**config.mk**
```make
export PLATFORM = sky130hd
export DESIGN_NAME = gpio_bank_ctrl_flat
export DESIGN_NICKNAME = d
export VERILOG_FILES = /design/src/rtl/gpio_bank_ctrl_pkg.sv /design/src/rtl/gpio_bank_ctrl_if.sv /design/src/rtl/gpio_bank_ctrl_in_cond.sv /design/src/rtl/gpio_bank_ctrl.sv /design/src/flat_wrapper.sv
export SDC_FILE = /design/constraint.sdc
export NUM_CORES = 1
export LEC_CHECK = 0
export CAP_MARGIN = 15
export CELL_PAD_IN_SITES_DETAIL_PLACEMENT = 0
export CELL_PAD_IN_SITES_GLOBAL_PLACEMENT = 1
export CORE_ASPECT_RATIO = 1.4
export CORE_UTILIZATION = 40
export DETAILED_ROUTE_END_ITERATION = 8
export PLACE_DENSITY_LB_ADDON = 0.1
export SLEW_MARGIN = 20
export SYNTH_ARGS = -nofsm -noshare
export SYNTH_HDL_FRONTEND = slang
export SYNTH_SLANG_ARGS = --single-unit
```
**constraint.sdc**
```tcl
create_clock -name clk -period 3.4 [get_ports clk]
set_input_delay 0.51 -clock clk [delete_from_list [all_inputs] [get_ports clk]]
set_output_delay 0.51 -clock clk [all_outputs]
set_load 0.005 [all_outputs]
```
**src/rtl/gpio_bank_ctrl_pkg.sv**
```systemverilog
// gpio_pkg: register offsets and reset values for the GPIO bank controller.
package gpio_pkg;

  localparam logic [15:0] GPIO_DATA_OFS  = 16'h0000;
  localparam logic [15:0] GPIO_DIR_OFS   = 16'h0004;
  localparam logic [15:0] GPIO_IN_OFS    = 16'h0008;
  localparam logic [15:0] GPIO_SET_OFS   = 16'h000C;
  localparam logic [15:0] GPIO_CLR_OFS   = 16'h0010;
  localparam logic [15:0] GPIO_TGL_OFS   = 16'h0014;
  localparam logic [15:0] GPIO_RISE_OFS  = 16'h0018;
  localparam logic [15:0] GPIO_FALL_OFS  = 16'h001C;
  localparam logic [15:0] GPIO_STAT_OFS  = 16'h0020;
  localparam logic [15:0] GPIO_MASK_OFS  = 16'h0024;

  localparam logic [31:0] GPIO_DATA_RST  = 32'h0000_0000;
  localparam logic [31:0] GPIO_DIR_RST   = 32'h0000_0000;
  localparam logic [31:0] GPIO_RISE_RST  = 32'h0000_0000;
  localparam logic [31:0] GPIO_FALL_RST  = 32'h0000_0000;
  localparam logic [31:0] GPIO_STAT_RST  = 32'h0000_0000;
  localparam logic [31:0] GPIO_MASK_RST  = 32'h0000_0000;

endpackage

```
**src/rtl/gpio_bank_ctrl_if.sv**
```systemverilog
// CPU register bus as seen by the GPIO bank: single-cycle strobes, no wait states.
interface gpio_bank_ctrl_if;
  logic [15:0] addr;
  logic [31:0] data_in;
  logic [31:0] data_out;
  logic        write_enable;
  logic        read_enable;
  logic        ready;

  modport master (output addr, data_in, write_enable, read_enable,
                  input  data_out, ready);
  modport slave  (input  addr, data_in, write_enable, read_enable,
                  output data_out, ready);
endinterface

```
**src/rtl/gpio_bank_ctrl_in_cond.sv**
```systemverilog
// gpio_in_cond: input synchroniser for the whole bank, with optional per-pin
// debounce when GPIO_DEBOUNCE_EN is defined.
module gpio_in_cond #(
  parameter int WIDTH       = 8,
  parameter int SYNC_STAGES = 2,
  parameter int DEB_CYCLES  = 16
) (
  input  logic             clk,
  input  logic             reset_n,
  input  logic [WIDTH-1:0] gpio_in,
  output logic [WIDTH-1:0] cond_in
);

  logic [WIDTH-1:0] sync_q [SYNC_STAGES];
  logic [WIDTH-1:0] synced;

  // Multi-flop synchroniser chain for the asynchronous pad inputs
  always_ff @(posedge clk or negedge reset_n) begin
    if (!reset_n) begin
      for (int i = 0; i < SYNC_STAGES; i++) sync_q[i] <= '0;
    end else begin
      sync_q[0] <= gpio_in;
      for (int i = 1; i < SYNC_STAGES; i++) sync_q[i] <= sync_q[i-1];
    end
  end

  assign synced = sync_q[SYNC_STAGES-1];

`ifdef GPIO_DEBOUNCE_EN
  localparam int CW = $clog2(DEB_CYCLES + 1);

  logic [CW-1:0]    cnt_q [WIDTH];
  logic [WIDTH-1:0] cond_q;

  // Per-pin stability counter; a bounce back to the accepted value restarts it
  always_ff @(posedge clk or negedge reset_n) begin
    if (!reset_n) begin
      cond_q <= '0;
      for (int i = 0; i < WIDTH; i++) cnt_q[i] <= '0;
    end else begin
      for (int i = 0; i < WIDTH; i++) begin
        if (synced[i] != cond_q[i]) begin
          if (cnt_q[i] == CW'(DEB_CYCLES - 1)) begin
            cond_q[i] <= synced[i];
            cnt_q[i]  <= '0;
          end else begin
            cnt_q[i]  <= cnt_q[i] + 1'b1;
          end
        end else begin
          cnt_q[i] <= '0;
        end
      end
    end
  end

  assign cond_in = cond_q;
`else
  localparam int unused_deb_cycles = DEB_CYCLES;
  assign cond_in = synced;
`endif

endmodule

```
**src/rtl/gpio_bank_ctrl.sv**
```systemverilog
// gpio_bank_ctrl: memory-mapped GPIO bank with atomic set/clear/toggle,
// synchronised inputs, edge detection, sticky W1C status and a level irq.
// Optional debounce on the input path is enabled by defining GPIO_DEBOUNCE_EN.
module gpio_bank_ctrl
  import gpio_pkg::*;
#(
  parameter int WIDTH       = 8,
  parameter int SYNC_STAGES = 2,
  parameter int DEB_CYCLES  = 16
) (
  input  logic              clk,
  input  logic              reset_n,
  gpio_bank_ctrl_if.slave   bus,
  input  logic [WIDTH-1:0]  gpio_in,
  output logic [WIDTH-1:0]  gpio_out,
  output logic [WIDTH-1:0]  gpio_oe,
  output logic              irq
);

  logic [WIDTH-1:0] data_q, data_d, dir_q, dir_d;
  logic [WIDTH-1:0] rise_en_q, rise_en_d, fall_en_q, fall_en_d;
  logic [WIDTH-1:0] stat_q, stat_d, mask_q, mask_d;
  logic [WIDTH-1:0] prev_q, cond_in, rise, fall, w1c, wdata;
  logic [WIDTH-1:0] gpio_out_q, gpio_oe_q;
  logic [31:0]      rdata_q, rdata_d;
  logic             irq_q;
  logic             unused_wdata;

  gpio_in_cond #(
    .WIDTH       (WIDTH),
    .SYNC_STAGES (SYNC_STAGES),
    .DEB_CYCLES  (DEB_CYCLES)
  ) u_in_cond (
    .clk     (clk),
    .reset_n (reset_n),
    .gpio_in (gpio_in),
    .cond_in (cond_in)
  );

  assign wdata        = bus.data_in[WIDTH-1:0];
  assign unused_wdata = ^bus.data_in;
  assign rise         = cond_in & ~prev_q & rise_en_q;
  assign fall         = ~cond_in & prev_q & fall_en_q;

  // Write decode; a new edge event outranks a simultaneous W1C on the same bit
  always_comb begin
    data_d    = data_q;
    dir_d     = dir_q;
    rise_en_d = rise_en_q;
    fall_en_d = fall_en_q;
    mask_d    = mask_q;
    w1c       = '0;
    if (bus.write_enable) begin
      case (bus.addr)
        GPIO_DATA_OFS: data_d    = wdata;
        GPIO_DIR_OFS:  dir_d     = wdata;
        GPIO_SET_OFS:  data_d    = data_q | wdata;
        GPIO_CLR_OFS:  data_d    = data_q & ~wdata;
        GPIO_TGL_OFS:  data_d    = data_q ^ wdata;
        GPIO_RISE_OFS: rise_en_d = wdata;
        GPIO_FALL_OFS: fall_en_d = wdata;
        GPIO_STAT_OFS: w1c       = wdata;
        GPIO_MASK_OFS: mask_d    = wdata;
        default: ;
      endcase
    end
    stat_d = (stat_q & ~w1c) | rise | fall;
  end

  // Read mux over pre-write register values; write-only and unmapped read 0
  always_comb begin
    rdata_d = '0;
    case (bus.addr)
      GPIO_DATA_OFS: rdata_d = 32'(data_q);
      GPIO_DIR_OFS:  rdata_d = 32'(dir_q);
      GPIO_IN_OFS:   rdata_d = 32'(cond_in);
      GPIO_RISE_OFS: rdata_d = 32'(rise_en_q);
      GPIO_FALL_OFS: rdata_d = 32'(fall_en_q);
      GPIO_STAT_OFS: rdata_d = 32'(stat_q);
      GPIO_MASK_OFS: rdata_d = 32'(mask_q);
      default:       rdata_d = '0;
    endcase
  end

  // Register file, edge history, read data hold, pad and irq output registers
  always_ff @(posedge clk or negedge reset_n) begin
    if (!reset_n) begin
      data_q     <= WIDTH'(GPIO_DATA_RST);
      dir_q      <= WIDTH'(GPIO_DIR_RST);
      rise_en_q  <= WIDTH'(GPIO_RISE_RST);
      fall_en_q  <= WIDTH'(GPIO_FALL_RST);
      stat_q     <= WIDTH'(GPIO_STAT_RST);
      mask_q     <= WIDTH'(GPIO_MASK_RST);
      prev_q     <= '0;
      rdata_q    <= '0;
      gpio_out_q <= '0;
      gpio_oe_q  <= '0;
      irq_q      <= 1'b0;
    end else begin
      data_q     <= data_d;
      dir_q      <= dir_d;
      rise_en_q  <= rise_en_d;
      fall_en_q  <= fall_en_d;
      stat_q     <= stat_d;
      mask_q     <= mask_d;
      prev_q     <= cond_in;
      if (bus.read_enable) rdata_q <= rdata_d;
      gpio_out_q <= data_q & dir_q;
      gpio_oe_q  <= dir_q;
      irq_q      <= |(stat_q & mask_q);
    end
  end

  assign bus.data_out = rdata_q;
  assign bus.ready    = 1'b1;
  assign gpio_out     = gpio_out_q;
  assign gpio_oe      = gpio_oe_q;
  assign irq          = irq_q;

endmodule

```
**src/flat_wrapper.sv**
```systemverilog
// flat-port wrapper written by rule: the top's interface ports become plain ports
module gpio_bank_ctrl_flat import gpio_pkg::*;
#(
  parameter int WIDTH       = 8,
  parameter int SYNC_STAGES = 2,
  parameter int DEB_CYCLES  = 16
)
  (clk, reset_n, gpio_in, gpio_out, gpio_oe, irq, bus_addr, bus_data_in, bus_write_enable, bus_read_enable, bus_data_out, bus_ready);
  gpio_bank_ctrl_if bus_i ();
  input  logic clk;
  input  logic reset_n;
  input  logic [WIDTH-1:0] gpio_in;
  output logic [WIDTH-1:0] gpio_out;
  output logic [WIDTH-1:0] gpio_oe;
  output logic irq;
  input wire logic [$bits(bus_i.addr)-1:0] bus_addr;
  input wire logic [$bits(bus_i.data_in)-1:0] bus_data_in;
  input wire logic [$bits(bus_i.write_enable)-1:0] bus_write_enable;
  input wire logic [$bits(bus_i.read_enable)-1:0] bus_read_enable;
  output wire logic [$bits(bus_i.data_out)-1:0] bus_data_out;
  output wire logic [$bits(bus_i.ready)-1:0] bus_ready;
  assign bus_i.addr = bus_addr;
  assign bus_i.data_in = bus_data_in;
  assign bus_i.write_enable = bus_write_enable;
  assign bus_i.read_enable = bus_read_enable;
  assign bus_data_out = bus_i.data_out;
  assign bus_ready = bus_i.ready;
  gpio_bank_ctrl #(.WIDTH(WIDTH), .SYNC_STAGES(SYNC_STAGES), .DEB_CYCLES(DEB_CYCLES)) u_core (.clk(clk), .reset_n(reset_n), .bus(bus_i), .gpio_in(gpio_in), .gpio_out(gpio_out), .gpio_oe(gpio_oe), .irq(irq));
endmodule
```
Word level (Yosys, flattened, before mapping)
Index checks and enable logic that the tools add are counted.

Output and inout port bits: 50. Bits in registers: 121.

Reduce and logical (&&, ||, !) cells: 8. Multiplexer cells: 4. Eq/ne operators: 9. Bitwise gates (word level): 16.

Operator list (count): bitwise AND 8 bit (8); == test 16 x 5 -> 1 bit, second input constant (4); case mux 8 bit (7 select lines) (1); == test 16 x 4 -> 1 bit, second input constant (2); == test 16 x 6 -> 1 bit, second input constant (2); NOT 8 bit (4); case mux 8 bit (4 select lines) (1); bitwise OR 8 bit (3); == test 16 x 3 -> 1 bit, second input constant (1); logical NOT 16 bit (1); 2-to-1 mux 8 bit (2); AND reduction 2 bit (5); OR reduction 8 bit (1); bitwise XOR 8 bit (1); nonzero test 4 bit (1).

Logic depth before layout (Yosys ltp)
Word-level depth: 7. Depth in mapped cells: 8. Depth with buffers taken out: 5.

Modules after synthesis
From an unflattened synthesis, not the netlist that was laid out.

Cell total of the unflattened synthesis: 447. Area total of the unflattened synthesis: 4707.0 um2.

Modules (own cells, without submodules): gpio_bank_ctrl (instances 1, seq. area each 2026.9 um2, cells each 423, area an instance 4246.6 um2); gpio_in_cond (instances 1, seq. area each 400.4 um2, cells each 24, area an instance 460.4 um2).

Least setup slack after synthesis
No wires, ideal clock.

Path kind: input to register. Start point: input bus_addr[9]. End point: register u_core.fall_en_q[5]. Required time: 3275 ps. Stages on the path: 7. Data arrival time: 2098 ps. Path slack: 1177 ps. Cells stage by stage: or4_1 -> buf_4 -> nor4_4 -> nand2_2 -> buf_2 -> nand2_1 -> o21ai_1.

Cells in the longest elaborated chain, start to end: 2.

RTL lines: start: declaration (RTL line flat_wrapper.sv:16) `input wire logic [$bits(bus_i.addr)-1:0] bus_addr;`; == test 16 x 5 -> 1 bit (RTL line gpio_bank_ctrl.sv:54) `case (bus.addr)`; AND reduction 2 bit (no source line); end signal: assignment (RTL line gpio_bank_ctrl.sv:91) `fall_en_q <= WIDTH'(GPIO_FALL_RST);`; end signal: assignment (RTL line gpio_bank_ctrl.sv:103) `fall_en_q <= fall_en_d;`; end: declaration (RTL line gpio_bank_ctrl.sv:21) `logic [WIDTH-1:0] rise_en_q, rise_en_d, fall_en_q, fall_en_d;`.

No other way between the ends. A chain may end at the register's enable or synchronous reset.

Worst setup path in the final report
Start point: input bus_addr[5]. End point: register u_core.rdata_q[1] (netlist: u_core.bus.data_out[1]).

Cells in the longest elaborated chain, start to end: 2.

RTL lines: == test 16 x 6 -> 1 bit (tied with other cells) (RTL line gpio_bank_ctrl.sv:73) `case (bus.addr)`; case mux 8 bit (7 select lines) (*) (RTL line gpio_bank_ctrl.sv:73); end signal: assignment (RTL line gpio_bank_ctrl.sv:107) `if (bus.read_enable) rdata_q <= rdata_d;`; end: declaration (RTL line gpio_bank_ctrl.sv:25) `logic [31:0] rdata_q, rdata_d;`.

Mark *: on every way between the ends. The rest lies on a longest branch, timed or not.

==> results.md <==
- GRT Max-Usage Layer: met2
- # resized after CTS: 0
- Cell type group with the largest total delay on the critical path: simple AND/OR/NAND/NOR gates
- Global Route met2 Usage: a little over a third
- Gpl congestion: between 0.8 and 0.9
- Kind of end point of the critical path: register
- Share of final-layout standard cells stronger than drive strength 1: 12.2%
- Peak supply drop: around 0.00025 V
- Overflow left after global routing: 0
- Wire length after detailed routing: about 12 mm
- Cell-internal power: 0.00189 W
- Die span in y: between 100 and 150 µm
- Critical Path, Cell by Cell: clkdlybuf4s50_1 -> or4b_1 -> nor4_4 -> buf_4 -> a222oi_1 -> and3_1 -> o22ai_2
- Most used DFF post-synth: sky130_fd_sc_hd__dfrtp_1
- Slowest library cell on the worst path: sky130_fd_sc_hd__or4b_1
- Worst Tran Pin Value: about 0.99 ns
- Final hold violation count: 0
- Global-route wire length before repair: roughly 19 mm
- First-pass iteration count of the detailed router: 5
- Unrepaired setup endpoints after global routing: false
- Top-area cell type share of the netlist area: between 50% and 60%
- Number of failing setup endpoints in the final timing report: 0
- Met1 routing resource usage after global routing: roughly a quarter
- Nature of the critical path startpoint: input pin
- NetSw: 0.000594 W
- Standard-cell rows: 46
- Global Route met3 Usage: ~3.7%
- Async SR Flop Fraction: 100%
- Routed length per instance: roughly 19 µm
- Critical path data required time: approximately 3.7 ns
- Mean number of vias per cell: 5.33
- Total power per unit cell area: approximately 430 nW/µm²
- Number of nets in the final layout: around 570
- Overall track demand over capacity in global routing: a little over a fifth
- Remaining routing DRC violations: 0
- Relative slew slack: about a third
- Clock tree skew after final layout: about 0.0067 ns
- Sink count of the clock tree: 97
- Time the worst path needs with I/O delays and setup: approximately 2.6 ns
- Number of design-rule violations left by the first detailed-router iteration: around 250
- Starting Density: 41.2%
- Max Clk Rate: about 390 MHz
- Dominant cells by area after synthesis: sky130_fd_sc_hd__dfrtp_1 (52%), sky130_fd_sc_hd__buf_4 (4.3%), sky130_fd_sc_hd__ha_1 (4.3%), sky130_fd_sc_hd__nand2_1 (4.2%), sky130_fd_sc_hd__o21ai_0 (3.0%)
- Antenna cells: 0
- Count of state elements after synthesis: slightly below 100
- Post-synth EDFFs: 0
- Count of pins on the block boundary: 110
- Register share of total power: between 40% and 50%
- Final cell area excluding filler cells: 5740 µm²
- Max_cap viols: 0
- Post-DP HPWL: ~8.7 mm
- Max Buffers Root-to-Sink: 2
- Maximum fanout along the worst path: 6
- Clock tree from TritonCTS: yes
- Gate Count Post-Synth: 422
- Synth Cell Area: roughly 4700 µm²
- Fraction of the yosys area taken by sequential cells: between 50% and 60%
- Chip Width: 93.3 µm
- Average footprint of a synthesized cell: between 10 and 15 µm²
- Number of buffers inserted by post-CTS setup repair: 0
- Kind of critical path: input pin to register
- Sw Ratio: between 20% and 30%
- Ratio of final minimum period to clock period: roughly 75%
- Area overhead of the layout relative to synthesis: 23.0%
- Hold Crit Class: input pin to async pin
- Comb pwr share: under 10%
- Placed cell areas: between 5000 and 6000 µm²
- Initial antenna violation count: 0
- Count of pins over their slew limit: 0
- Final total negative setup slack: 0 ns
- # placed instances: 630
- Crit path arrival time: between 2 and 3 ns
- CTS clk-pin slew, worst paths: 0.08 ns
- Post-CTS Hold Fix Bufs: 0
- Leakage power: between 2 and 3 nW
- Clock root buffer master: sky130_fd_sc_hd__clkbuf_16
- Core Box Area: about 11000 µm²
- Yosys Warn Count: 0
- Post-synthesis cell type with the largest combined area: sky130_fd_sc_hd__dfrtp_1
- # H-tree levels: 3
- CTS buffer count: 9
- Die Area: roughly 12000 µm²
- Non-filler cells in the finished layout: 646
- Clock network latency to the later pin of the worst-skew pair: 0.35 ns
- Result of the run: complete, no violations
- Yosys cell types: between 50 and 60
- Vias in the first global route: between 3000 and 4000
- Remaining antenna violation count after routing: 0
- Buf/Inv on CP: 2
- Pin count of the biggest net entering global routing: between 70 and 80
- Via Count: ~3400
- Worst-case register-to-register setup slack: 1.86 ns
- Input/output buffers: 60
- Delay of the slowest critical-path stage: between 0.7 and 0.8 ns
- Relative contribution of the clock network to total power: between 40 and 50%
## cell families (layout without fill, tap and decap cells)
| logic type | after synthesis | in the layout | share of synthesized area (%) |
|---|---|---|---|
| simple gates | 117 | 117 | 16.0 |
| buf+inv | 65 | 122 | 8.36 |
| other cells | 2 | 25 | 0.161 |
| mux | 4 | 4 | 0.857 |
| flops | 97 | 97 | 52.0 |
| fa+ha+maj | 16 | 16 | 4.29 |
| compound gates | 121 | 121 | 18.4 |
## through the flow
stage          hold slack (ns)  setup WS [ns]  power, W  util [%]
2_1_floorplan            0.214           1.18   0.00127         -
3_3_place_gp             0.334          0.517   0.00134      47.6
3_5_place_dp             0.340          0.493   0.00134      47.6
4_1_cts                  0.350          0.873   0.00252      50.7
5_1_grt                  0.360          0.728   0.00257      50.7
6_report                 0.307          0.850   0.00249      50.7
## layout by cell type, fill, tap and decap left out, drive strengths merged, types with 10 or more instances in the layout
cell / instances
clkdlybuf4s50: 59
dfrtp: 97
nand2: 53
o21ai: 50
buf: 23
ha: 16
a22oi: 17
conb: 25
nor4: 10
inv: 28
## synthesized netlist by cell type (6+ instances only)
library cell / n
sky130_fd_sc_hd__o21ai_1: 20
sky130_fd_sc_hd__nor4_4: 6
sky130_fd_sc_hd__and2_1: 8
sky130_fd_sc_hd__inv_1: 24
sky130_fd_sc_hd__a222oi_1: 6
sky130_fd_sc_hd__a21o_1: 8
sky130_fd_sc_hd__nand2_1: 52
sky130_fd_sc_hd__ha_1: 16
sky130_fd_sc_hd__buf_4: 27
sky130_fd_sc_hd__a221oi_1: 8
sky130_fd_sc_hd__o21ai_0: 28
sky130_fd_sc_hd__o22a_1: 7
sky130_fd_sc_hd__nand3b_1: 9
sky130_fd_sc_hd__a21oi_1: 8
sky130_fd_sc_hd__dfrtp_1: 97
sky130_fd_sc_hd__and3_1: 6
sky130_fd_sc_hd__a22oi_1: 17
## state kept, by name (all words and copies together) (netlist names)
register / cells
u_core.u_in_cond.sync_q: 8
u_core.rise_en_q: 8
u_core.irq: 1
u_core.u_in_cond.cond_in: 8
u_core.stat_q: 8
u_core.dir_q: 8
u_core.mask_q: 8
u_core.gpio_oe: 8
u_core.bus.data_out: 8
u_core.data_q: 8
u_core.gpio_out: 8
u_core.prev_q: 8
u_core.fall_en_q: 8
## metal layers
layer	routed length [µm]	vias to the layer above
li1	-	1637
met1	4960	1686
met2	6270	97
met3	637	23
met4	345	0
met5	0	-
## worst paths after layout
check | start | endpoint | depth (start not counted)
max | bus_addr[5] | u_core.bus.data_out[1] | 7
min | reset_n | u_core.u_in_cond.cond_in[2] | 1
max reg2reg | u_core.data_q[2] | u_core.bus.data_out[2] | 5
min reg2reg | u_core.u_in_cond.sync_q[10] | u_core.u_in_cond.cond_in[2] | 0
max in group asynchronous | reset_n | u_core.u_in_cond.cond_in[4] | 2
min in group clk | u_core.u_in_cond.sync_q[10] | u_core.u_in_cond.cond_in[2] | 0
## power groups by stage
| stage | clock [W] | combinational [W] | sequential [W] |
|---|---|---|---|
| floorplan | 0 | 0.0000744 | 0.00120 |
| global placement | 0 | 0.000138 | 0.00120 |
| detailed placement | 0 | 0.000140 | 0.00120 |
| CTS | 0.00120 | 0.000141 | 0.00118 |
| global route | 0.00123 | 0.000155 | 0.00118 |
| finish | 0.00117 | 0.000139 | 0.00118 |
## final cells by class
class	instances	area (µm²)
inverter	24	90.1
clock buffer	9	225
clock inverter	7	119
fill	1023	5590
multi-input combinational	283	1940
timing repair buffer	82	763
tap	144	180
sequential	97	2430
(Power assumes the default switching activity.)
